--- src/rtl/ppt_reg_arbiter_pkg.sv ---
// ppt_reg_arbiter_pkg: shared FSM encoding, STATUS bit indices and default RO mask
package ppt_reg_arbiter_pkg;
  localparam logic [1:0] ARB_IDLE = 2'd0;
  localparam logic [1:0] ARB_I2C = 2'd1;
  localparam logic [1:0] ARB_CORE = 2'd2;
  localparam int OVR = 0;
  localparam int ROV = 1;
  localparam logic [7:0] DEF_RO_MASK = 8'hC0;
endpackage

--- src/rtl/ppt_sync_pulse.sv ---
// ppt_sync_pulse: two-flop synchroniser plus edge flop giving a one-cycle rising-edge pulse
module ppt_sync_pulse (
  input  logic clk,
  input  logic rst,
  input  logic d_i,
  output logic pulse_o
);
  logic [2:0] sync_q;
  // shift the asynchronous input through the synchroniser and edge flop
  always_ff @(posedge clk or posedge rst)
    if (rst) sync_q <= '0;
    else sync_q <= {sync_q[1:0], d_i};
  assign pulse_o = sync_q[1] & ~sync_q[2];
endmodule

--- src/rtl/ppt_reg_arbiter.sv ---
// ppt_reg_arbiter: config register bank with alternating-priority I2C/core write arbitration
module ppt_reg_arbiter
  import ppt_reg_arbiter_pkg::*;
#(
  parameter int NUM_REGS = 8,
  parameter int ADDR_W = 3,
  parameter logic [NUM_REGS-1:0] RO_MASK = DEF_RO_MASK,
  parameter logic [NUM_REGS*8-1:0] RESET_VAL = '0
) (
  input  logic                  clk,
  input  logic                  rst,
  input  logic                  i2c_write,
  input  logic [7:0]            i2c_addr,
  input  logic [7:0]            i2c_wdata,
  output logic [7:0]            i2c_rdata,
  input  logic                  core_req,
  input  logic [ADDR_W-1:0]     core_addr,
  input  logic [7:0]            core_wdata,
  output logic                  core_gnt,
  output logic [NUM_REGS*8-1:0] regs_flat,
  output logic [NUM_REGS-1:0]   upd_strobe,
  output logic                  err_flag
);
  localparam int ST = NUM_REGS - 1;
  logic i2c_pulse, i2c_req, i2c_st, i2c_ok, core_ok;
  logic [1:0] state_q, state_d, st_set, st_clr;
  logic pend_q, pend_d, last_core_q, last_core_d;
  logic [7:0] h_addr_q, h_data_q, c_data_q, rdata_q;
  logic [ADDR_W-1:0] c_addr_q;
  logic [7:0] bank_q [NUM_REGS];
  logic [7:0] bank_d [NUM_REGS];
  logic [NUM_REGS-1:0] strobe;

  ppt_sync_pulse u_sync (.clk(clk), .rst(rst), .d_i(i2c_write), .pulse_o(i2c_pulse));

  assign i2c_st = int'(h_addr_q) == ST;
  assign i2c_ok = int'(h_addr_q) < ST && !RO_MASK[h_addr_q[ADDR_W-1:0]];
  assign core_ok = int'(c_addr_q) < ST;

  // arbitration: a held or just-detected I2C write races core_req; ties alternate
  always_comb begin
    i2c_req = pend_q | i2c_pulse;
    state_d = state_q != ARB_IDLE ? ARB_IDLE :
              (i2c_req && (!core_req || last_core_q)) ? ARB_I2C :
              core_req ? ARB_CORE : ARB_IDLE;
    last_core_d = (state_q == ARB_IDLE && i2c_req && core_req) ? !last_core_q : last_core_q;
    pend_d = (i2c_pulse && !pend_q) ? 1'b1 : state_q == ARB_I2C ? 1'b0 : pend_q;
  end

  // commit decode: strobe the written register and update STATUS with set over clear
  always_comb begin
    strobe = '0;
    if (state_q == ARB_I2C && (i2c_ok || i2c_st)) strobe[h_addr_q[ADDR_W-1:0]] = 1'b1;
    if (state_q == ARB_CORE && core_ok) strobe[c_addr_q] = 1'b1;
    st_set = '0;
    st_set[OVR] = i2c_pulse & pend_q;
    st_set[ROV] = state_q == ARB_I2C && !i2c_ok && !i2c_st;
    st_clr = (state_q == ARB_I2C && i2c_st) ? h_data_q[1:0] : 2'b00;
    for (int i = 0; i < ST; i++)
      bank_d[i] = strobe[i] ? (state_q == ARB_CORE ? c_data_q : h_data_q) : bank_q[i];
    bank_d[ST] = {6'b0, st_set | (bank_q[ST][1:0] & ~st_clr)};
  end

  // state, holding registers, bank and registered read-back
  always_ff @(posedge clk or posedge rst)
    if (rst) begin
      state_q <= ARB_IDLE;
      pend_q <= 1'b0;
      last_core_q <= 1'b1;
      h_addr_q <= '0;
      h_data_q <= '0;
      c_addr_q <= '0;
      c_data_q <= '0;
      rdata_q <= '0;
      for (int i = 0; i < NUM_REGS; i++) bank_q[i] <= i == ST ? 8'h00 : RESET_VAL[8*i +: 8];
    end else begin
      state_q <= state_d;
      pend_q <= pend_d;
      last_core_q <= last_core_d;
      if (i2c_pulse && !pend_q) begin
        h_addr_q <= i2c_addr;
        h_data_q <= i2c_wdata;
      end
      if (state_d == ARB_CORE) begin
        c_addr_q <= core_addr;
        c_data_q <= core_wdata;
      end
      rdata_q <= int'(i2c_addr) < NUM_REGS ? bank_q[i2c_addr[ADDR_W-1:0]] : 8'h00;
      bank_q <= bank_d;
    end

  for (genvar g = 0; g < NUM_REGS; g++) assign regs_flat[8*g +: 8] = bank_q[g];
  assign i2c_rdata = rdata_q;
  assign core_gnt = state_q == ARB_CORE;
  assign upd_strobe = strobe;
  assign err_flag = |bank_q[ST][1:0];
endmodule

--- config.mk ---
export PLATFORM = sky130hd
export DESIGN_NAME = ppt_reg_arbiter
export DESIGN_NICKNAME = d
export VERILOG_FILES = /design/src/rtl/ppt_reg_arbiter_pkg.sv /design/src/rtl/ppt_sync_pulse.sv /design/src/rtl/ppt_reg_arbiter.sv
export SDC_FILE = /design/constraint.sdc
export NUM_CORES = 1
export LEC_CHECK = 0
export ABC_AREA = 1
export CAP_MARGIN = 20
export CORE_MARGIN = 3
export CORE_UTILIZATION = 40
export CTS_BUF_LIST = sky130_fd_sc_hd__clkbuf_16
export DETAILED_ROUTE_END_ITERATION = 16
export PLACE_DENSITY = 0.75
export SLEW_MARGIN = 20
export SYNTH_ARGS = -nofsm -noshare
export SYNTH_HDL_FRONTEND = slang
export SYNTH_SLANG_ARGS = --single-unit
--- constraint.sdc ---
create_clock -name clk -period 3.3 [get_ports clk]
set_input_delay 0.495 -clock clk [delete_from_list [all_inputs] [get_ports clk]]
set_output_delay 0.495 -clock clk [all_outputs]
set_load 0.005 [all_outputs]
# After elaboration in Yosys (flattened, before gate mapping)
# Memory sizes are Yosys's and may differ from the RTL's.
# Cells that the tools add are included.
# word_totals
latchBits	0
elab_cells	81
ram_bits	0
regBits	100
mem_count	1
mem_bits_ro	8
input_bits	31
# mem_list
memory	depth	width	rd	rd_clocked_by_memory_dff	write_ports	line	rtl
(name not given)	8	1	1	0	0	ppt_reg_arbiter.sv:37	assign i2c_ok = int'(h_addr_q) < ST && !RO_MASK[h_addr_q[ADDR_W-1:0]];
# op_classes
multipliers	0
magnitude_cmp	8
shifts	0
bitwise_logic	9
eq_ne	4
n_addsub	0
div	0
mux	18
n_reduce_logical	24
# ops
cell	n
$mux 8	6
$bmux 8 s3	1
$logic_and 1x1->1	12
$eq 8x4->1 const B	1
$lt 3x4->1 const B	2
$lt 8x3->1 const B	1
$lt 8x4->1 const B	1
$mux 2	4
$or 8x8->8	1
$demux 1 s3	2
$ge 3x1->1 const B	2
$logic_not 1->1	6
$mux 1	5
$eq 2x2->1 const B	2
$ge 4x4->1 const B	1
$not 3->4	1
$reduce_bool 2->1	2
$lt 3x3->1 const B	1
$and 1x1->1	2
$and 2x2->2	1
$eq 2x1->1 const B	1
$logic_not 2->1	1
$logic_or 1x1->1	2
$not 2->2	1
other kinds (4)	4

# Longest topological paths before layout
# Gate-level depths: netlist of run 1.
# logic_depth
ltp_word	9
depth_mapped	9

# By module
# Synthesis of run 1 repeated with hierarchy kept, for this count alone.
# unflattened
cells_unflattened	581
area_unflattened_um2	4813.4
# modules_own_cells
mod	cells_per_inst	area_each_um2	instances
ppt_reg_arbiter	575	4724.5	1
ppt_sync_pulse	6	88.8	1

# Worst setup path after synthesis of run 1
# OpenSTA, ideal clock, no wires.
# synth_timing
path_type	register to output
from	register state_q[1]
to	output port upd_strobe[0]
setup_slack_ps	1713
path_buffers	0
stages_incl_launch_ff	6
arrival_time_ps	1092
required_ps	2805
path_cell_list	dfrtp_1 -> inv_2 -> nand3_1 -> nor2_2 -> nand3_2 -> nand2_4
# synth_via
elab_chain_len	5
word_cells_on_any_way	7
cone_classes	eq/ne (2); mux (2); bitwise (1); reduce/logical (2)
# synth_lines
item	line	rtl
from (decl)	ppt_reg_arbiter.sv:26	logic [1:0] state_q, state_d, st_set, st_clr;
from (signal assigned)	ppt_reg_arbiter.sv:77	state_q <= state_d;
$eq 2x1->1	ppt_reg_arbiter.sv:53	if (state_q == ARB_I2C && (i2c_ok || i2c_st)) strobe[h_addr_q[ADDR_W-1:0]] = 1'b1;
$logic_and 1x1->1	ppt_reg_arbiter.sv:53	
$mux 8	ppt_reg_arbiter.sv:53	
$or 8x8->8 (no source line)	-	
$mux 8 *	ppt_reg_arbiter.sv:54	if (state_q == ARB_CORE && core_ok) strobe[c_addr_q] = 1'b1;
to (decl)	ppt_reg_arbiter.sv:21	output logic [NUM_REGS-1:0] upd_strobe,
# Every way passes the cells marked *; elsewhere a longest branch is shown, timed or not.

# Worst setup path after layout of run 1
# layout_timing
from	register h_addr_q[4]
to	output port upd_strobe[3]
# layout_via
elab_chain_len	7
word_cells_on_any_way	8
cone_classes	order compare (1); eq/ne (1); mux (2); bitwise (1); reduce/logical (3)
# layout_lines
item	line	rtl
from (decl)	ppt_reg_arbiter.sv:28	logic [7:0] h_addr_q, h_data_q, c_data_q, rdata_q;
from (signal assigned)	ppt_reg_arbiter.sv:81	h_addr_q <= i2c_addr;
$lt 8x3->1	ppt_reg_arbiter.sv:37	
$logic_and 1x1->1	ppt_reg_arbiter.sv:37	
$logic_or 1x1->1 *	ppt_reg_arbiter.sv:53	
$logic_and 1x1->1 *	ppt_reg_arbiter.sv:53	
$mux 8 *	ppt_reg_arbiter.sv:53	
$or 8x8->8 (no source line)	-	
$mux 8 *	ppt_reg_arbiter.sv:54	
# Marked as above.

==> impl_metrics.json, run 1 <==
{
  "grt_setup_unrepaired": "no",
  "seqCellArea_mm2": 0.002504,
  "dieArea_mm2": 0.01311,
  "hold_viol": 0,
  "layout_commonest_cell": "nand2_1",
  "yosysSeqAreaShare_pct": 53.19,
  "yosys_register_bits": 100,
  "p_per_area_mw_per_mm2": 874.0,
  "drive_gt1_share_pct": 9.716,
  "period_needed_ns": 2.724,
  "grt_usage_pct": 20.76,
  "synthCells": 559,
  "required_ns": 2.80,
  "hold_ws_ns": 0.3530,
  "num_rows": 38,
  "power_frac_clock_pct": 22.1,
  "grt_overflow": 0,
  "hold_path.class": "register to register",
  "start_util_pct": 42.13,
  "wl_mm": 13.42,
  "first_global_vias": 4116,
  "end_kind": "output pin",
  "cts_root_buf": "clkbuf_16",
  "slew_viol_final": 0,
  "detail-route-antenna-nets": 0,
  "p_leak_nw": 2.939,
  "synth_top_area_share_pct": 52.63,
  "cts_inserted_buffers": 9,
  "routedWlPerCell_um": 16.59,
  "synth_area_leaders": "dfrtp_1, nand2_1, nand3_1, o21ai_0, nor2_1",
  "fill_cells": 999,
  "syn_area_mm2": 0.004707,
  "h-tree-depth": 3,
  "cap_viol_max_count": 0,
  "dr.pass1.iters": 5,
  "start_kind": "register",
  "netSwitchingPower_w": 0.001977,
  "port_buffers": 106,
  "tightest_slew_ns": 0.9750,
  "drc_errors": 0,
  "die_x_um": 114.5,
  "clk_pin_slew_ns": 0.07,
  "fmax_ghz": 0.3671,
  "period_share_pct": 82.56,
  "skew_ns": 0.007116,
  "io_pins": 113,
  "arrival_ns": 2.23,
  "critPathKind": "register to output pin",
  "cts-resized-gates": 0,
  "yosysWarnings": 0,
  "nNetsFinal": 695,
  "maxSlewHeadroom_pct": 34.50,
  "final_cell_mix": "nand2_1, clkdlybuf4s50_1, dfrtp_1",
  "route.vias.total": 4250,
  "grt_pass1_wl_mm": 21.13,
  "setup-violations-final": 0,
  "cts.hold.buffers_added": 0,
  "pwr-share-comb_pct": 37.6,
  "swShare_pct": 36.41,
  "clock_path_buffers": 2,
  "cts_tree": "built",
  "clock_sinks": 100,
  "setup_tns_ns": 0,
  "outcome": "finished clean",
  "multi_input_comb_area_mm2": 0.001981,
  "insertedDiodeCount": 0,
  "p_int_w": 0.003453,
  "antenna_found_initial": 0,
  "core_mm2": 0.01117,
  "grt_max_degree": 63,
  "syn_area_per_cell_um2": 8.420,
  "synth_area_leader_cell": "dfrtp_1",
  "gp_congestion": 0.8700,
  "avgViaCountPerCell": 5.253,
  "drtIter0Drc": 312,
  "clock_latency_ns": 0.34,
  "cp_max_fo": 9,
  "post-dp-hpwl_mm": 9.719,
  "die_h_um": 114.5,
  "post_cts.repair.setup_buffers": 0,
  "ir_worst_vdd_uv": 406.3,
  "post_synth_num_cell_types": 30,
  "pwr-share-seq_pct": 40.3,
  "area_growth_pct": 31.98
}
-- flip-flops by register name, summed over array words and instances (netlist names) --
register / cells
last_core_q: 1
h_data_q: 8
regs_flat: 58
c_addr_q: 3
i2c_rdata: 8
h_addr_q: 8
c_data_q: 8
u_sync.sync_q: 3
state_q: 2
pend_q: 1
-- stage by stage --
step | instance area [um^2] | util [%] | cells | setup WS, ns | power (W)
global placement | 5873 | 52.56 | 793 | 0.8485 | 0.004173
finish | 6212 | 55.60 | 809 | 0.5756 | 0.005430
global route | 6212 | 55.60 | 809 | 0.4492 | 0.005755
detailed placement | 5873 | 52.56 | 793 | 0.7990 | 0.004250
floorplan | 4726 | - | 564 | 0.1879 | 0.003113
CTS | 6212 | 55.60 | 809 | 0.5839 | 0.005458
-- synth_stat cells (all sizes together) --
master / instances
nand2: 222
inv: 28
clkinv: 2
o21ai: 41
clkbuf: 5
o21a: 1
a21oi: 10
nor4: 2
conb: 1
nor2: 35
dfrtp: 99
xnor2: 1
mux2: 10
nor3: 3
dfstp: 1
nand3: 82
buf: 15
or2: 1
-- area by class of cell --
type                       count  share of cell area [%]
sequential                   100                   40.30
multi-input combinational    414                   31.88
timing repair buffer         109                   17.64
clock buffer                   9                   3.625
tap                          140                   2.820
inverter                      30                   1.893
clock inverter                 7                   1.833
-- path summary, 6_finish.rpt --
path,start,endpoint,slack (ns),cells after the start
worst min register to register,u_sync.sync_q[0],u_sync.sync_q[1],0.35,0
worst max register to register,pend_q,h_data_q[2],1.54,3
worst max-delay path,h_addr_q[4],upd_strobe[3],0.58,6
min in group asynchronous,rst,h_addr_q[6],0.54,2
max in group asynchronous,rst,regs_flat[27],2.05,3
worst min-delay path,u_sync.sync_q[0],u_sync.sync_q[1],0.35,0
-- worst max-delay path, cell delays in order (launching register included) --
cell             delay, ns
dfrtp_1               0.38
nor2_1                0.10
nand2_1               0.15
nor2_4                0.23
nand3_2               0.27
nand2_4               0.21
clkdlybuf4s50_1       0.53
-- logic make-up after synthesis --
family                    count (synthesis)  share of synthesized area [%]
and+or+nand+nor                         345                          33.44
DFF                                     100                          53.19
AOI/OAI and AO/OA                        52                          5.582
buffers and inverters                    50                          5.130
muxes                                    10                          2.392
xor gates and xnor gates                  1                         0.1861
other                                     1                        0.07967
-- power groups by stage --
stage	Combinational, W	Clock (W)	Sequential [W]
2_1_floorplan	0.00104	0	0.00208
3_3_place_gp	0.00199	0	0.00219
3_5_place_dp	0.00205	0	0.00220
4_1_cts	0.00206	0.00121	0.00218
5_1_grt	0.00226	0.00125	0.00224
6_report	0.00204	0.00120	0.00219
-- metal layers --
layer	track usage [%]	routed length, um	vias up	part of all wire [%]
li1	-	-	2008	-
met1	27.91	5623	2030	42
met2	33.02	6499	179	48
met3	3.541	918	33	6.8
met4	9.105	383	0	2.9
met5	0	0	-	0
Note: power is estimated with default switching activity, not from simulation.
==> run 2: changes to the inputs <==
Clock period 3.3 ns to 2.3 ns, I/O delays scaled along.
==> run 2 against run 1 <==
  * Sequential share of layout area is 1.9 points lower
  * Critical path type unchanged
  * Largest power group is now combinational logic
  * Sequential cell count unchanged
  * Die area is the same
  * Power rose by 44%
==> impl_metrics.json, run 2 (same netlist as run 1, synthesis figures left out) <==
{
  "core_mm2": 0.01117,
  "period_needed_ns": 2.253,
  "p_leak_nw": 3.151,
  "cts_tree": "built",
  "grt_pass1_wl_mm": 22.10,
  "cp_top_family": "buffers and inverters",
  "route.vias.total": 4446,
  "drtIter0Drc": 286,
  "antenna_found_initial": 0,
  "drive_gt1_share_pct": 15.26,
  "die_h_um": 114.5,
  "drc_errors": 0,
  "clock_path_buffers": 2,
  "hold_viol": 0,
  "crit_top_cell": "nand2_4",
  "clock_latency_ns": 0.35,
  "num_rows": 38,
  "rrSetupSlack_ns": 0.66,
  "crit_end": "upd_strobe[4]",
  "clock_sinks": 100,
  "wl_mm": 13.92,
  "grt_overflow": 0,
  "fill_cells": 1006,
  "slowest_stage": "clkdlybuf4s50_1",
  "die_x_um": 114.5,
  "skew_ns": 0.01204,
  "dr.pass1.iters": 4,
  "ir_worst_vdd_uv": 577.6,
  "r2r-end": "regs_flat[46]",
  "cts_inserted_buffers": 9,
  "detail-route-antenna-nets": 0,
  "start_kind": "register",
  "grt_usage_pct": 21.84,
  "period_share_pct": 97.93,
  "required_ns": 1.96,
  "first_global_vias": 4214,
  "setup-violations-final": 0,
  "reg2reg_from": "h_addr_q[2]",
  "cts_root_buf": "clkbuf_16",
  "cp-startpoint": "h_addr_q[2]",
  "slew_viol_final": 0,
  "max_stage_delay_ns": 0.51,
  "fin_area_mm2": 0.006530,
  "start_util_pct": 42.13,
  "nNetsFinal": 727,
  "outcome": "finished clean",
  "arrival_ns": 1.91,
  "worst-path-stages": 7,
  "ff2ff_path_depth": 10,
  "port_buffers": 106,
  "cp_max_fo": 6,
  "clk_pin_slew_ns": 0.08,
  "routedWlPerCell_um": 16.55,
  "hold_path.class": "register to register",
  "insertedDiodeCount": 0,
  "place_area_mm2": 0.006002,
  "fmax_ghz": 0.4440,
  "io_pins": 113,
  "end_kind": "output pin",
  "tightest_slew_ns": 0.5793,
  "dieArea_mm2": 0.01311,
  "cap_viol_max_count": 0,
  "final_cell_mix": "nand2_1, clkdlybuf4s50_1, dfrtp_1",
  "setup_tns_ns": 0,
  "p_per_area_mw_per_mm2": 1198,
  "layout_commonest_cell": "nand2_1",
  "path_cells": "nand2_4 > nor2_2 > nor2_4 > buf_12 > nand3_4 > nand2_4 > clkdlybuf4s50_1",
  "largest_register_ffs": 58,
  "avgViaCountPerCell": 5.287,
  "h-tree-depth": 3,
  "gp_congestion": 0.8613,
  "cts.hold.buffers_added": 0,
  "critPathKind": "register to output pin",
  "post-dp-hpwl_mm": 10.04,
  "area_growth_pct": 38.73,
  "grt_max_degree": 38,
  "crit_buf_inv": 2,
  "maxSlewHeadroom_pct": 61.30
}
## run 2: cell types whose count changed in the layout (fill, tap and decap cells not counted), sizes merged
cell,previous run,this run
dlymetal6s2s,0,4
inv,29,31
clkinvlp,0,3
bufinv,3,0
clkinv,5,3
dlygate4sd2,0,2
clkdlybuf4s50,106,100
buf,3,35
## run 2: where the power goes
part           total, W  internal, W  leakage, nW  switching [W]
registers       0.00315      0.00249         1.27       0.000660
logic           0.00320      0.00153         1.75        0.00167
clock network   0.00148     0.000762        0.138       0.000713
total           0.00783      0.00478         3.15        0.00305
## run 2: area by class of cell
cell class	instances	area [um^2]	area share, %
flip-flops and latches	100	2506	38.38
multi-input cells	414	2077	31.81
repair buffers	141	1356	20.77
clock buffers	9	225.2	3.449
well taps	140	175.2	2.683
inverters	30	123.9	1.897
clock inverters	7	66.31	1.016
## run 2: what timing repair did
item	CTS	global route
resized for setup	13	16
setup endpoints to repair	7	7
setup buffers	8	7
pin swaps	9	8
## run 2: metrics by stage
step / hold WS [ns] / utilization (%) / cells / total power, W / setup WS, ns
finish: 0.3579 / 58.44 / 841 / 0.007826 / 0.04750
CTS: 0.3604 / 57.37 / 834 / 0.007706 / -0.03378
detailed placement: 0.3426 / 53.72 / 810 / 0.006108 / 0.2269
global route: 0.3699 / 58.44 / 841 / 0.008330 / -0.01232
global placement: 0.3404 / 53.72 / 810 / 0.006051 / 0.2701
floorplan: 0.3312 / - / 564 / 0.004467 / 0.7662
## run 2: metal layers
layer / routed length, um / track usage [%] / share of wire [%] / vias up
li1: - / - / - / 2080
met4: 422 / 8.789 / 3.0 / 0
met1: 5787 / 29.56 / 42 / 2068
met5: 0 / 0 / 0 / -
met2: 6396 / 33.80 / 46 / 256
met3: 1315 / 5.233 / 9.4 / 42
## run 2: how the worst min path moves through the flow
stage / startpoint / endpoint / cells past startpoint
global placement: u_sync.sync_q[0] / u_sync.sync_q[1] / 0
detailed placement: u_sync.sync_q[0] / u_sync.sync_q[1] / 0
global route: u_sync.sync_q[0] / u_sync.sync_q[1] / 0
CTS: u_sync.sync_q[0] / u_sync.sync_q[1] / 0
floorplan: u_sync.sync_q[0] / u_sync.sync_q[1] / 0
finish: u_sync.sync_q[0] / u_sync.sync_q[1] / 0
